**src/rtl/pong_pkg.sv**
```systemverilog
// Shared pong definitions: playfield geometry, direction and paddle state
// encodings, and the saturating paddle move used by the paddle channels.
package pong_pkg;

  localparam int SCREEN_HEIGHT = 480;
  localparam int PADDLE_HEIGHT = 50;
  localparam int BALL_SIZE     = 4;
  localparam int MAX_POS       = SCREEN_HEIGHT - PADDLE_HEIGHT;

  typedef enum logic [1:0] {
    NONE = 2'd0,
    UP   = 2'd1,
    DOWN = 2'd2
  } dir_t;

  typedef enum logic [1:0] {
    IDLE = 2'd0,
    SLOW = 2'd1,
    FAST = 2'd2
  } state_t;

  // Move pos by speed in direction dir, saturating at 0 and max_pos.
  // The downward sum is formed at 11 bits so it cannot wrap.
  function automatic logic [9:0] clamp_move(input logic [9:0] pos,
                                            input dir_t       dir,
                                            input logic [9:0] speed,
                                            input logic [9:0] max_pos);
    logic [10:0] sum;
    logic [9:0]  res;
    sum = {1'b0, pos} + {1'b0, speed};
    res = pos;
    case (dir)
      UP:      res = (pos < speed) ? 10'd0 : (pos - speed);
      DOWN:    res = (sum > {1'b0, max_pos}) ? max_pos : sum[9:0];
      default: res = pos;
    endcase
    return res;
  endfunction

endpackage

```
**src/rtl/paddle_ctrl_if.sv**
```systemverilog
// Bus between the frame/button side and paddle_ctrl.
// Handshake: none -- vsync and buttons are level inputs sampled every clk;
// paddle positions are registered levels that change only 2 clk after a
// vsync falling edge and hold otherwise. p1_state/p2_state expose the
// per-player velocity FSMs for observation.
// With PADDLE_AI_EN defined the bus also carries ball_vpos and ai_enable.
interface paddle_ctrl_if;
  import pong_pkg::*;

  logic       vsync;
  logic       p1_up;
  logic       p1_down;
  logic       p2_up;
  logic       p2_down;
  logic [9:0] paddle1_next;
  logic [9:0] paddle2_next;
  state_t     p1_state;
  state_t     p2_state;

`ifdef PADDLE_AI_EN
  logic [9:0] ball_vpos;
  logic       ai_enable;

  modport master (
    output vsync, p1_up, p1_down, p2_up, p2_down, ball_vpos, ai_enable,
    input  paddle1_next, paddle2_next, p1_state, p2_state
  );

  modport slave (
    input  vsync, p1_up, p1_down, p2_up, p2_down, ball_vpos, ai_enable,
    output paddle1_next, paddle2_next, p1_state, p2_state
  );
`else
  modport master (
    output vsync, p1_up, p1_down, p2_up, p2_down,
    input  paddle1_next, paddle2_next, p1_state, p2_state
  );

  modport slave (
    input  vsync, p1_up, p1_down, p2_up, p2_down,
    output paddle1_next, paddle2_next, p1_state, p2_state
  );
`endif

endinterface

```
**src/rtl/paddle_channel.sv**
```systemverilog
// One player's paddle: 2-flop synchronisers and debouncers for up/down,
// a per-frame IDLE/SLOW/FAST velocity FSM and the clamped position register.
// i_override replaces the button-driven move with i_override_pos on a tick
// and parks the FSM in IDLE (used for an externally driven paddle).
module paddle_channel
  import pong_pkg::*;
#(
  parameter int MAX_P           = 430,
  parameter int SLOW_SPEED      = 2,
  parameter int FAST_SPEED      = 6,
  parameter int ACCEL_FRAMES    = 8,
  parameter int DEBOUNCE_CYCLES = 25000
) (
  input  logic       clk,
  input  logic       reset,
  input  logic       i_tick,
  input  logic       i_up,
  input  logic       i_down,
  input  logic       i_override,
  input  logic [9:0] i_override_pos,
  output logic [9:0] o_pos,
  output state_t     o_state
);

  localparam int         CW        = $clog2(DEBOUNCE_CYCLES + 1);
  localparam int         AW        = $clog2(ACCEL_FRAMES + 1);
  localparam logic [CW-1:0] CNT_LAST = CW'(DEBOUNCE_CYCLES - 1);
  localparam logic [9:0] SLOW_V    = 10'(SLOW_SPEED);
  localparam logic [9:0] FAST_V    = 10'(FAST_SPEED);
  localparam logic [9:0] MAX_V     = 10'(MAX_P);
  localparam logic [9:0] RESET_POS = 10'(MAX_P / 2);

  // bit 0 = up, bit 1 = down
  logic [1:0]    r_sync1;
  logic [1:0]    r_sync2;
  logic [1:0]    r_stable;
  logic [CW-1:0] r_cnt [2];

  state_t        r_state;
  dir_t          r_last_dir;
  logic [AW-1:0] r_count;
  logic [9:0]    r_pos;
  dir_t          w_dir;

  // Synchronise raw buttons and accept a new level only after it has
  // differed from the stable level for DEBOUNCE_CYCLES consecutive clks.
  always_ff @(posedge clk) begin
    if (reset) begin
      r_sync1  <= '0;
      r_sync2  <= '0;
      r_stable <= '0;
      for (int b = 0; b < 2; b++) r_cnt[b] <= '0;
    end else begin
      r_sync1 <= {i_down, i_up};
      r_sync2 <= r_sync1;
      for (int b = 0; b < 2; b++) begin
        if (r_sync2[b] == r_stable[b]) begin
          r_cnt[b] <= '0;
        end else if (r_cnt[b] == CNT_LAST) begin
          r_stable[b] <= r_sync2[b];
          r_cnt[b]    <= '0;
        end else begin
          r_cnt[b] <= r_cnt[b] + CW'(1);
        end
      end
    end
  end

  // Decode debounced buttons; both pressed cancels out.
  always_comb begin
    w_dir = NONE;
    if (r_stable[0] && !r_stable[1]) w_dir = UP;
    else if (r_stable[1] && !r_stable[0]) w_dir = DOWN;
  end

  // Velocity FSM and position register, advanced once per frame tick.
  always_ff @(posedge clk) begin
    if (reset) begin
      r_state    <= IDLE;
      r_last_dir <= NONE;
      r_count    <= '0;
      r_pos      <= RESET_POS;
    end else if (i_tick) begin
      if (i_override) begin
        r_state    <= IDLE;
        r_last_dir <= NONE;
        r_count    <= '0;
        r_pos      <= i_override_pos;
      end else if (w_dir == NONE) begin
        r_state <= IDLE;
        r_count <= '0;
      end else if (r_state == IDLE || w_dir != r_last_dir) begin
        r_state    <= SLOW;
        r_last_dir <= w_dir;
        r_count    <= '0;
        r_pos      <= clamp_move(r_pos, w_dir, SLOW_V, MAX_V);
      end else if (r_state == SLOW) begin
        r_count <= r_count + AW'(1);
        r_pos   <= clamp_move(r_pos, w_dir, SLOW_V, MAX_V);
        // The switch is decided here but the move on this frame stays slow.
        if (int'(r_count) + 1 >= ACCEL_FRAMES - 1) r_state <= FAST;
      end else begin
        r_pos <= clamp_move(r_pos, w_dir, FAST_V, MAX_V);
      end
    end
  end

  assign o_pos   = r_pos;
  assign o_state = r_state;

endmodule

```
**src/rtl/paddle_ctrl.sv**
```systemverilog
// Paddle position producer for the pong core. Detects the vsync falling
// edge, runs one paddle_channel per player and updates both positions on
// the clk after the registered tick, so they are stable across the core's
// vsync rising-edge sample.
// Optional feature macro: PADDLE_AI_EN (adds ball_vpos/ai_enable and an
// AI that steers player 2 toward the ball).
module paddle_ctrl #(
  parameter int SCREEN_HEIGHT   = pong_pkg::SCREEN_HEIGHT,
  parameter int PADDLE_HEIGHT   = pong_pkg::PADDLE_HEIGHT,
  parameter int SLOW_SPEED      = 2,
  parameter int FAST_SPEED      = 6,
  parameter int ACCEL_FRAMES    = 8,
  parameter int DEBOUNCE_CYCLES = 25000
`ifdef PADDLE_AI_EN
  ,
  parameter int AI_SPEED        = 3
`endif
) (
  input  logic          clk,
  input  logic          reset,
  paddle_ctrl_if.slave  bus
);
  import pong_pkg::*;

  localparam int LP_MAX = SCREEN_HEIGHT - PADDLE_HEIGHT;

  logic       r_vsync;
  logic       r_tick;
  logic [9:0] w_pos1;
  logic [9:0] w_pos2;
  state_t     w_state1;
  state_t     w_state2;
  logic       w_override;
  logic [9:0] w_ai_pos;

  // Falling-edge detect on vsync, registered so updates land 2 clk after it.
  always_ff @(posedge clk) begin
    if (reset) begin
      r_vsync <= 1'b0;
      r_tick  <= 1'b0;
    end else begin
      r_vsync <= bus.vsync;
      r_tick  <= r_vsync & ~bus.vsync;
    end
  end

`ifdef PADDLE_AI_EN
  localparam logic [9:0] MAX_V = 10'(LP_MAX);
  localparam logic [9:0] AI_V  = 10'(AI_SPEED);

  logic signed [10:0] w_tgt_s;
  logic [9:0]         w_target;

  // AI target: ball centre line minus half a paddle, clamped to the field,
  // then a bounded step toward it that snaps when within AI_SPEED.
  always_comb begin
    w_tgt_s  = $signed({1'b0, bus.ball_vpos}) + $signed(11'(BALL_SIZE / 2))
             - $signed(11'(PADDLE_HEIGHT / 2));
    w_target = w_tgt_s[9:0];
    if (w_tgt_s < 0) w_target = 10'd0;
    else if (w_tgt_s > $signed({1'b0, MAX_V})) w_target = MAX_V;
    w_ai_pos = w_pos2;
    if (w_target >= w_pos2) begin
      if (w_target - w_pos2 <= AI_V) w_ai_pos = w_target;
      else w_ai_pos = w_pos2 + AI_V;
    end else begin
      if (w_pos2 - w_target <= AI_V) w_ai_pos = w_target;
      else w_ai_pos = w_pos2 - AI_V;
    end
  end

  assign w_override = bus.ai_enable;
`else
  assign w_override = 1'b0;
  assign w_ai_pos   = '0;
`endif

  paddle_channel #(
    .MAX_P          (LP_MAX),
    .SLOW_SPEED     (SLOW_SPEED),
    .FAST_SPEED     (FAST_SPEED),
    .ACCEL_FRAMES   (ACCEL_FRAMES),
    .DEBOUNCE_CYCLES(DEBOUNCE_CYCLES)
  ) u_ch1 (
    .clk           (clk),
    .reset         (reset),
    .i_tick        (r_tick),
    .i_up          (bus.p1_up),
    .i_down        (bus.p1_down),
    .i_override    (1'b0),
    .i_override_pos(10'd0),
    .o_pos         (w_pos1),
    .o_state       (w_state1)
  );

  paddle_channel #(
    .MAX_P          (LP_MAX),
    .SLOW_SPEED     (SLOW_SPEED),
    .FAST_SPEED     (FAST_SPEED),
    .ACCEL_FRAMES   (ACCEL_FRAMES),
    .DEBOUNCE_CYCLES(DEBOUNCE_CYCLES)
  ) u_ch2 (
    .clk           (clk),
    .reset         (reset),
    .i_tick        (r_tick),
    .i_up          (bus.p2_up),
    .i_down        (bus.p2_down),
    .i_override    (w_override),
    .i_override_pos(w_ai_pos),
    .o_pos         (w_pos2),
    .o_state       (w_state2)
  );

  assign bus.paddle1_next = w_pos1;
  assign bus.paddle2_next = w_pos2;
  assign bus.p1_state     = w_state1;
  assign bus.p2_state     = w_state2;

endmodule
```
**src/flat_wrapper.sv**
```systemverilog
// flat-port wrapper written by rule: the top's interface ports become plain ports
module paddle_ctrl_flat import pong_pkg::*;
#(
  parameter int SCREEN_HEIGHT   = pong_pkg::SCREEN_HEIGHT,
  parameter int PADDLE_HEIGHT   = pong_pkg::PADDLE_HEIGHT,
  parameter int SLOW_SPEED      = 2,
  parameter int FAST_SPEED      = 6,
  parameter int ACCEL_FRAMES    = 8,
  parameter int DEBOUNCE_CYCLES = 25000

)
  (clk, reset, bus_vsync, bus_p1_up, bus_p1_down, bus_p2_up, bus_p2_down, bus_paddle1_next, bus_paddle2_next, bus_p1_state, bus_p2_state);
  paddle_ctrl_if bus_i ();
  input  logic clk;
  input  logic reset;
  input wire logic [$bits(bus_i.vsync)-1:0] bus_vsync;
  input wire logic [$bits(bus_i.p1_up)-1:0] bus_p1_up;
  input wire logic [$bits(bus_i.p1_down)-1:0] bus_p1_down;
  input wire logic [$bits(bus_i.p2_up)-1:0] bus_p2_up;
  input wire logic [$bits(bus_i.p2_down)-1:0] bus_p2_down;
  output wire logic [$bits(bus_i.paddle1_next)-1:0] bus_paddle1_next;
  output wire logic [$bits(bus_i.paddle2_next)-1:0] bus_paddle2_next;
  output wire logic [$bits(bus_i.p1_state)-1:0] bus_p1_state;
  output wire logic [$bits(bus_i.p2_state)-1:0] bus_p2_state;
  assign bus_i.vsync = bus_vsync;
  assign bus_i.p1_up = bus_p1_up;
  assign bus_i.p1_down = bus_p1_down;
  assign bus_i.p2_up = bus_p2_up;
  assign bus_i.p2_down = bus_p2_down;
  assign bus_paddle1_next = bus_i.paddle1_next;
  assign bus_paddle2_next = bus_i.paddle2_next;
  assign bus_p1_state = bus_i.p1_state;
  assign bus_p2_state = bus_i.p2_state;
  paddle_ctrl #(.SCREEN_HEIGHT(SCREEN_HEIGHT), .PADDLE_HEIGHT(PADDLE_HEIGHT), .SLOW_SPEED(SLOW_SPEED), .FAST_SPEED(FAST_SPEED), .ACCEL_FRAMES(ACCEL_FRAMES), .DEBOUNCE_CYCLES(DEBOUNCE_CYCLES)) u_core (.clk(clk), .reset(reset), .bus(bus_i));
endmodule
```
**config.mk**
```make
export PLATFORM = sky130hd
export DESIGN_NAME = paddle_ctrl_flat
export DESIGN_NICKNAME = d
export VERILOG_FILES = /design/src/rtl/pong_pkg.sv /design/src/rtl/paddle_ctrl_if.sv /design/src/rtl/paddle_channel.sv /design/src/rtl/paddle_ctrl.sv /design/src/flat_wrapper.sv
export SDC_FILE = /design/constraint.sdc
export NUM_CORES = 1
export LEC_CHECK = 0
export CORE_AREA = 4 4 165 167
export DETAILED_ROUTE_END_ITERATION = 8
export DIE_AREA = 0 0 169 171
export SKIP_LAST_GASP = 1
export SYNTH_ARGS = -nofsm -noshare
export SYNTH_HDL_FRONTEND = slang
export SYNTH_SLANG_ARGS = --single-unit
```
**constraint.sdc**
```tcl
create_clock -name clk -period 2.8 [get_ports clk]
set_input_delay 0.56 -clock clk [delete_from_list [all_inputs] [get_ports clk]]
set_output_delay 0.56 -clock clk [all_outputs]
set_load 0.05 [all_outputs]
```
; Word level (Yosys, flattened, before mapping)
; Memories as Yosys holds them, arrays and structs flattened.
; Cells that the tools add are included.
[word_totals]
wordCells = 206
mem_bits_rw = 60
n_memories = 2
register_bits = 50
out_inout_bits = 24
in_bits = 7
[memory_table]
columns = memory, depth, width, read_ports, rd_clocked_by_memory_dff, write_ports, line_no
row1 = u_core.u_ch1.r_cnt, 2, 15, 2, 0, 2, paddle_channel.sv:37  ; logic [CW-1:0] r_cnt [2];
row2 = u_core.u_ch2.r_cnt, 2, 15, 2, 0, 2, paddle_channel.sv:37
[op_classes]
n_reduce_logical = 32
addsub = 16
muxes = 92
bitwise_logic = 20
n_eq_ne = 16
n_lt_le_gt_ge = 10
[ops]
columns = cell, n
row1 = $mux 15, 12
row2 = $mux 10, 12
row3 = $pmux 10 s2, 4
row4 = $add 15x1->15 const B, 4
row5 = $eq 15x15->1 const B, 4
row6 = $mux 1, 46
row7 = $gt 11x9->1 const B, 4
row8 = $mux 2, 12
row9 = $mux 4, 6
row10 = $add 10x2->11 const B, 2
row11 = $add 10x3->11 const B, 2
row12 = $lt 10x2->1 const B, 2
row13 = $lt 10x3->1 const B, 2
row14 = $sub 10x2->10 const B, 2
row15 = $sub 10x3->10 const B, 2
row16 = $reduce_and 3->1, 6
row17 = $or 1x1->1, 12
row18 = $reduce_and 2->1, 6
row19 = $reduce_bool 3->1, 4
row20 = $add 4x1->5 const B, 2
row21 = $ge 5x3->1 const B, 2
row22 = $add 4x1->4 const B, 2
row23 = $eq 2x1->1 const B, 4
row24 = $logic_not 2->1, 4
row25 = 9 further kinds, 28

; Logic depth before layout (Yosys ltp)
[depth]
ltp_word = 8
ltp_mapped = 12
ltp_nobuf = 9

; By module
; A second synthesis with hierarchy kept.
[hier_totals]
hier_cells = 1032
area_unflattened_um2 = 8353.0
[by_module_without_submodules]
columns = module, seq_area_each_um2, instances, cells_each, area_per_inst_um2
row1 = paddle_channel at u_core.u_ch2, 1381.3, 1, 525, 4159.0
row2 = paddle_channel at u_core.u_ch1, 1381.3, 1, 502, 4131.5
row3 = paddle_ctrl, 40.0, 1, 5, 62.6

; Worst setup path after synthesis
; Ideal clock, no wire load.
[synth_timing]
path_kind = register to register
startpoint = reg u_core.u_ch2.r_pos[1], in the netlist u_core.u_ch2.o_pos[1]
endpoint = reg u_core.u_ch2.r_pos[1], in the netlist u_core.u_ch2.o_pos[1]
setup_ns = 0.117
required_ns = 2.683
arrival_ns = 3.035
path_stages_with_launch = 10
synth_period_minus_slack_ns = 3.152
n_path_buf = 1
path_slack_ns = -0.352
path_cell_list = dfxtp_1 -> clkbuf_1 -> inv_1 -> ha_1 -> nand4bb_1 -> or4_1 -> a211o_1 -> and4_1 -> or3_1 -> o22a_1
[synth_between]
elab_chain_cells = 6
word_cells_on_any_way = 16
classes_between = 4 x add/sub / 4 x order compare / 8 x mux
[synth_rtl]
columns = element, line_no
row1 = start: declaration, paddle_channel.sv:42  ; logic [9:0] r_pos;
row2 = start signal: assignment, paddle_channel.sv:88  ; r_pos <= i_override_pos;
row3 = start signal: assignment, paddle_channel.sv:96  ; r_pos <= clamp_move(r_pos, w_dir, SLOW_V, MAX_V);
row4 = start signal: assignment, paddle_channel.sv:99  ; r_pos <= clamp_move(r_pos, w_dir, SLOW_V, MAX_V);
row5 = $add 10x3->11 or $add 10x2->11 (tied branches), pong_pkg.sv:30  ; sum = {1'b0, pos} + {1'b0, speed};
row6 = $gt 11x9->1, pong_pkg.sv:34  ; DOWN: res = (sum > {1'b0, max_pos}) ? max_pos : sum[9:0];
row7 = $mux 10, pong_pkg.sv:34
row8 = $pmux 10 s2, pong_pkg.sv:32  ; case (dir)
row9 = $mux 10, paddle_channel.sv:97  ; end else if (r_state == SLOW) begin
row10 = $mux 10 *, paddle_channel.sv:92  ; end else if (r_state == IDLE || w_dir != r_last_dir) begin
; Every way passes the cells marked *; elsewhere a longest branch is shown, timed or not.
; A chain may end at the register's enable or synchronous reset.

; Worst setup path in the final report
[layout_timing]
startpoint = reg u_core.u_ch2.r_pos[3], in the netlist u_core.u_ch2.o_pos[3]
endpoint = out bus_paddle2_next[3]
[layout_rtl]
columns = element, line_no
row1 = end: declaration, flat_wrapper.sv:22  ; output wire logic [$bits(bus_i.paddle2_next)-1:0] bus_paddle2_next;
; No word-level cell between the ends.

==> results.toml <==
[timing]
fin_crit_sh = 0.957
slew_headroom = 0.468
fmax_mhz = 373
rsz0062_at_grt = "false"
worstMarginPinSlew_ns = 0.792
period_needed_ns = 2.68
slew_viol_final = 0
finClkSkew_ns = 0.00777
finalHoldViolCount = 0
setup_violations = 0
hold_ws_ns = 0.452

[grt]
grt_pass1_wl_um = 31300
grt_util_all_layers = 0.129
antenna_found_initial = 0
grt_busiest_layer = "met2"
grt_max_degree = 33
grt_use_met1 = 0.175
grt_remaining_overflow = 0
met3_usage = 0.0222
use_met2 = 0.212
grt_pass1_vias = 6419

[clock_tree]
clock_tree.root_cell = "clkbuf_16"
cts_buffers = 9
clockBufferDepth = 2
cts.sinks = 110
cts_hold_buf = 0
htree_levels = 3
clk_latency_ns = 0.36
post_cts_buffers = 0
clkTransAtPathRegs_ns = 0.08
postCtsResizedCells = 0
cts_tree = "built"

[floorplanning]
start_util = 0.297
fp.dieW_um = 169
ios = 31
std_cell_rows = 59
die_h_um = 171
fp.coreArea_um2 = 25800
die_area_um2 = 28900

[place]
placed_cells = 1340
place_congestion = 0.922
port_buffers = 30
dp_hpwl_um = 13400

[synthesis]
synth_compound_area_frac = 0.171
syn_inst = 934
synthFlopType = "edfxtp_1"
synth_area_per_cell_um2 = 8.19
synth_top_area_frac = 0.236
synth_edf_count = 60
synth_top_family_by_area = "simple AND/OR/NAND/NOR gates"
synthAdderAreaFrac = 0.0327
synthTopCellsByCount = "nor2_1 (149), nand2_1 (80), edfxtp_1 (60)"
syn-cell-area_um2 = 7650
yosysSeqAreaShare = 0.367
yosysMostFrequentCell = "nor2_1"
synth_mux_area_frac = 0.0108
synth_xor_area_frac = 0.0951
synthArstFlopShare = 0
yosysTopAreaCell = "edfxtp_1"
synth_simple_gate_area_frac = 0.281
synthTopCellsByArea = "edfxtp_1 (24%), dfxtp_1 (13%), nor2_1 (7.3%), xor2_1 (4.9%), xnor2_1 (4.6%)"
yosys_warnings = 0
ys_types = 72
ys_seq_elements = 110

[setup_path]
rr_startpoint = "u_core.u_ch2.o_pos[1]"
cp_cell_sequence = "buf_4, clkdlybuf4s50_1"
endpoint_kind = "primary output"
crit_type = "register to primary output"
cp_max_fo = 13
cp.buffers_inverters = 2
cp.arrival_ns = 2.12
startpoint_type = "register"
critPathMaxStageDelay_ns = 0.84
crit_slowest_cell = "clkdlybuf4s50_1"
crit_family = "buffers and inverters"
required_ns = 2.24
r2r_slack_ns = 0.22
startpoint = "u_core.u_ch2.o_pos[3]"

[run]
maxCapViolations = 0

[cells_and_area]
num_antenna_cells = 0
fin_cells = 1356
layout-drive-gt1-share = 0.0705
fin_nets = 1043
syn2layout_area_growth_pct = 17.2

[status]
outcome = "finished clean"

[routing]
via_count = 6858
drtIter0Drc = 667
antenna_left = 0
wl_per_cell_um = 13.6
dr.pass1.iters = 5
routed_wl_um = 18500
drcViolationCount = 0
vias_per_cell = 5.06

[pwr]
totalPowerFinal_uw = 3480
powerDensity_nw_per_um2 = 388
vdd_drop_max_mv = 0.277
p_leak_uw = 0.00311

[hold_path]
hold_class = "register to register"
min-delay-start = "u_core.u_ch2.r_sync1[1]"
==> path summary, 6_finish.rpt <==
path	depth (start not counted)	to
setup / recovery	2	bus_paddle2_next[3]
hold / removal	1	u_core.u_ch2.r_sync2[1]
setup reg to reg	8	u_core.u_ch2.o_pos[1]
hold reg to reg	1	u_core.u_ch2.r_sync2[1]
==> cells by family (layout without fill, tap and decap cells) <==
logic type,after synthesis,after routing
compound gates,195,195
other cells,1,60
simple gates,437,437
xor+xnor,83,83
flops,110,110
buf+inv,80,108
mux,8,8
fa+ha+maj,20,20
==> final cells by class <==
cell class | count | area (µm²)
fill | 2683 | 16800
multi-input combinational | 803 | 4740
sequential | 110 | 2810
timing repair buffer | 68 | 581
tap | 335 | 419
clock buffer | 11 | 275
inverter | 24 | 90.1
clock inverter | 5 | 45.0
==> flip-flops by register name, indices dropped and copies added, names as in the netlist, 4 cells and up <==
name	count
u_core.u_ch1.r_cnt	30
u_core.u_ch2.r_cnt	30
u_core.u_ch1.o_pos	10
u_core.u_ch2.o_pos	10
u_core.u_ch1.r_count	4
u_core.u_ch2.r_count	4
==> power breakdown <==
group          switching (µW)  internal (µW)
Sequential               54.5           1750
Combinational             181            110
Clock                     654            730
==> metal layers <==
metal	wire length [µm]	share of wire	vias up
met2	8380	0.45	196
met5	0	0	-
met1	8800	0.48	3148
met3	936	0.051	38
li1	-	-	3476
met4	380	0.021	0
==> cell usage in the layout, fill, tap and decap left out, drive strengths merged, types with 8 or more instances in the layout <==
cell type and instances:
clkbuf 11, a31oi 14, xnor2 40, edfxtp 60, clkdlybuf4s50 29, nor3 28, ha 20, dfxtp 50
inv 27, a211oi 11, nor2 149, nor2b 17, and2 11, o22ai 9, nand3b 10, xor2 43
and3 14, o211ai 8, a21oi 49, nor4 11, nand2b 16, nand4 14, o21ai 36, conb 60
buf 39, or3 14, nand3 45, nand2 80
==> worst reg2reg max path: stages, from the launching register on <==
cell and delay [ns]:
dfxtp_4 0.41, inv_1 0.09, ha_1 0.35, nand4bb_1 0.10, or4_1 0.48, a211o_1 0.25
and4_1 0.25, or3_1 0.34, o22a_1 0.21
==> per-stage QoR <==
step | setup TNS (ns) | worst slack, ns | instance area [µm²] | utilization
after floorplan | -0.00180 | -0.00180 | 7880 | -
after global placement | 0 | 0.260 | 8640 | 0.336
after detailed placement | 0 | 0.267 | 8640 | 0.336
after CTS | 0 | 0.132 | 8960 | 0.348
after global routing | 0 | 0.0378 | 8960 | 0.348
final | 0 | 0.121 | 8960 | 0.348
Power figures use the tool's default switching activity.
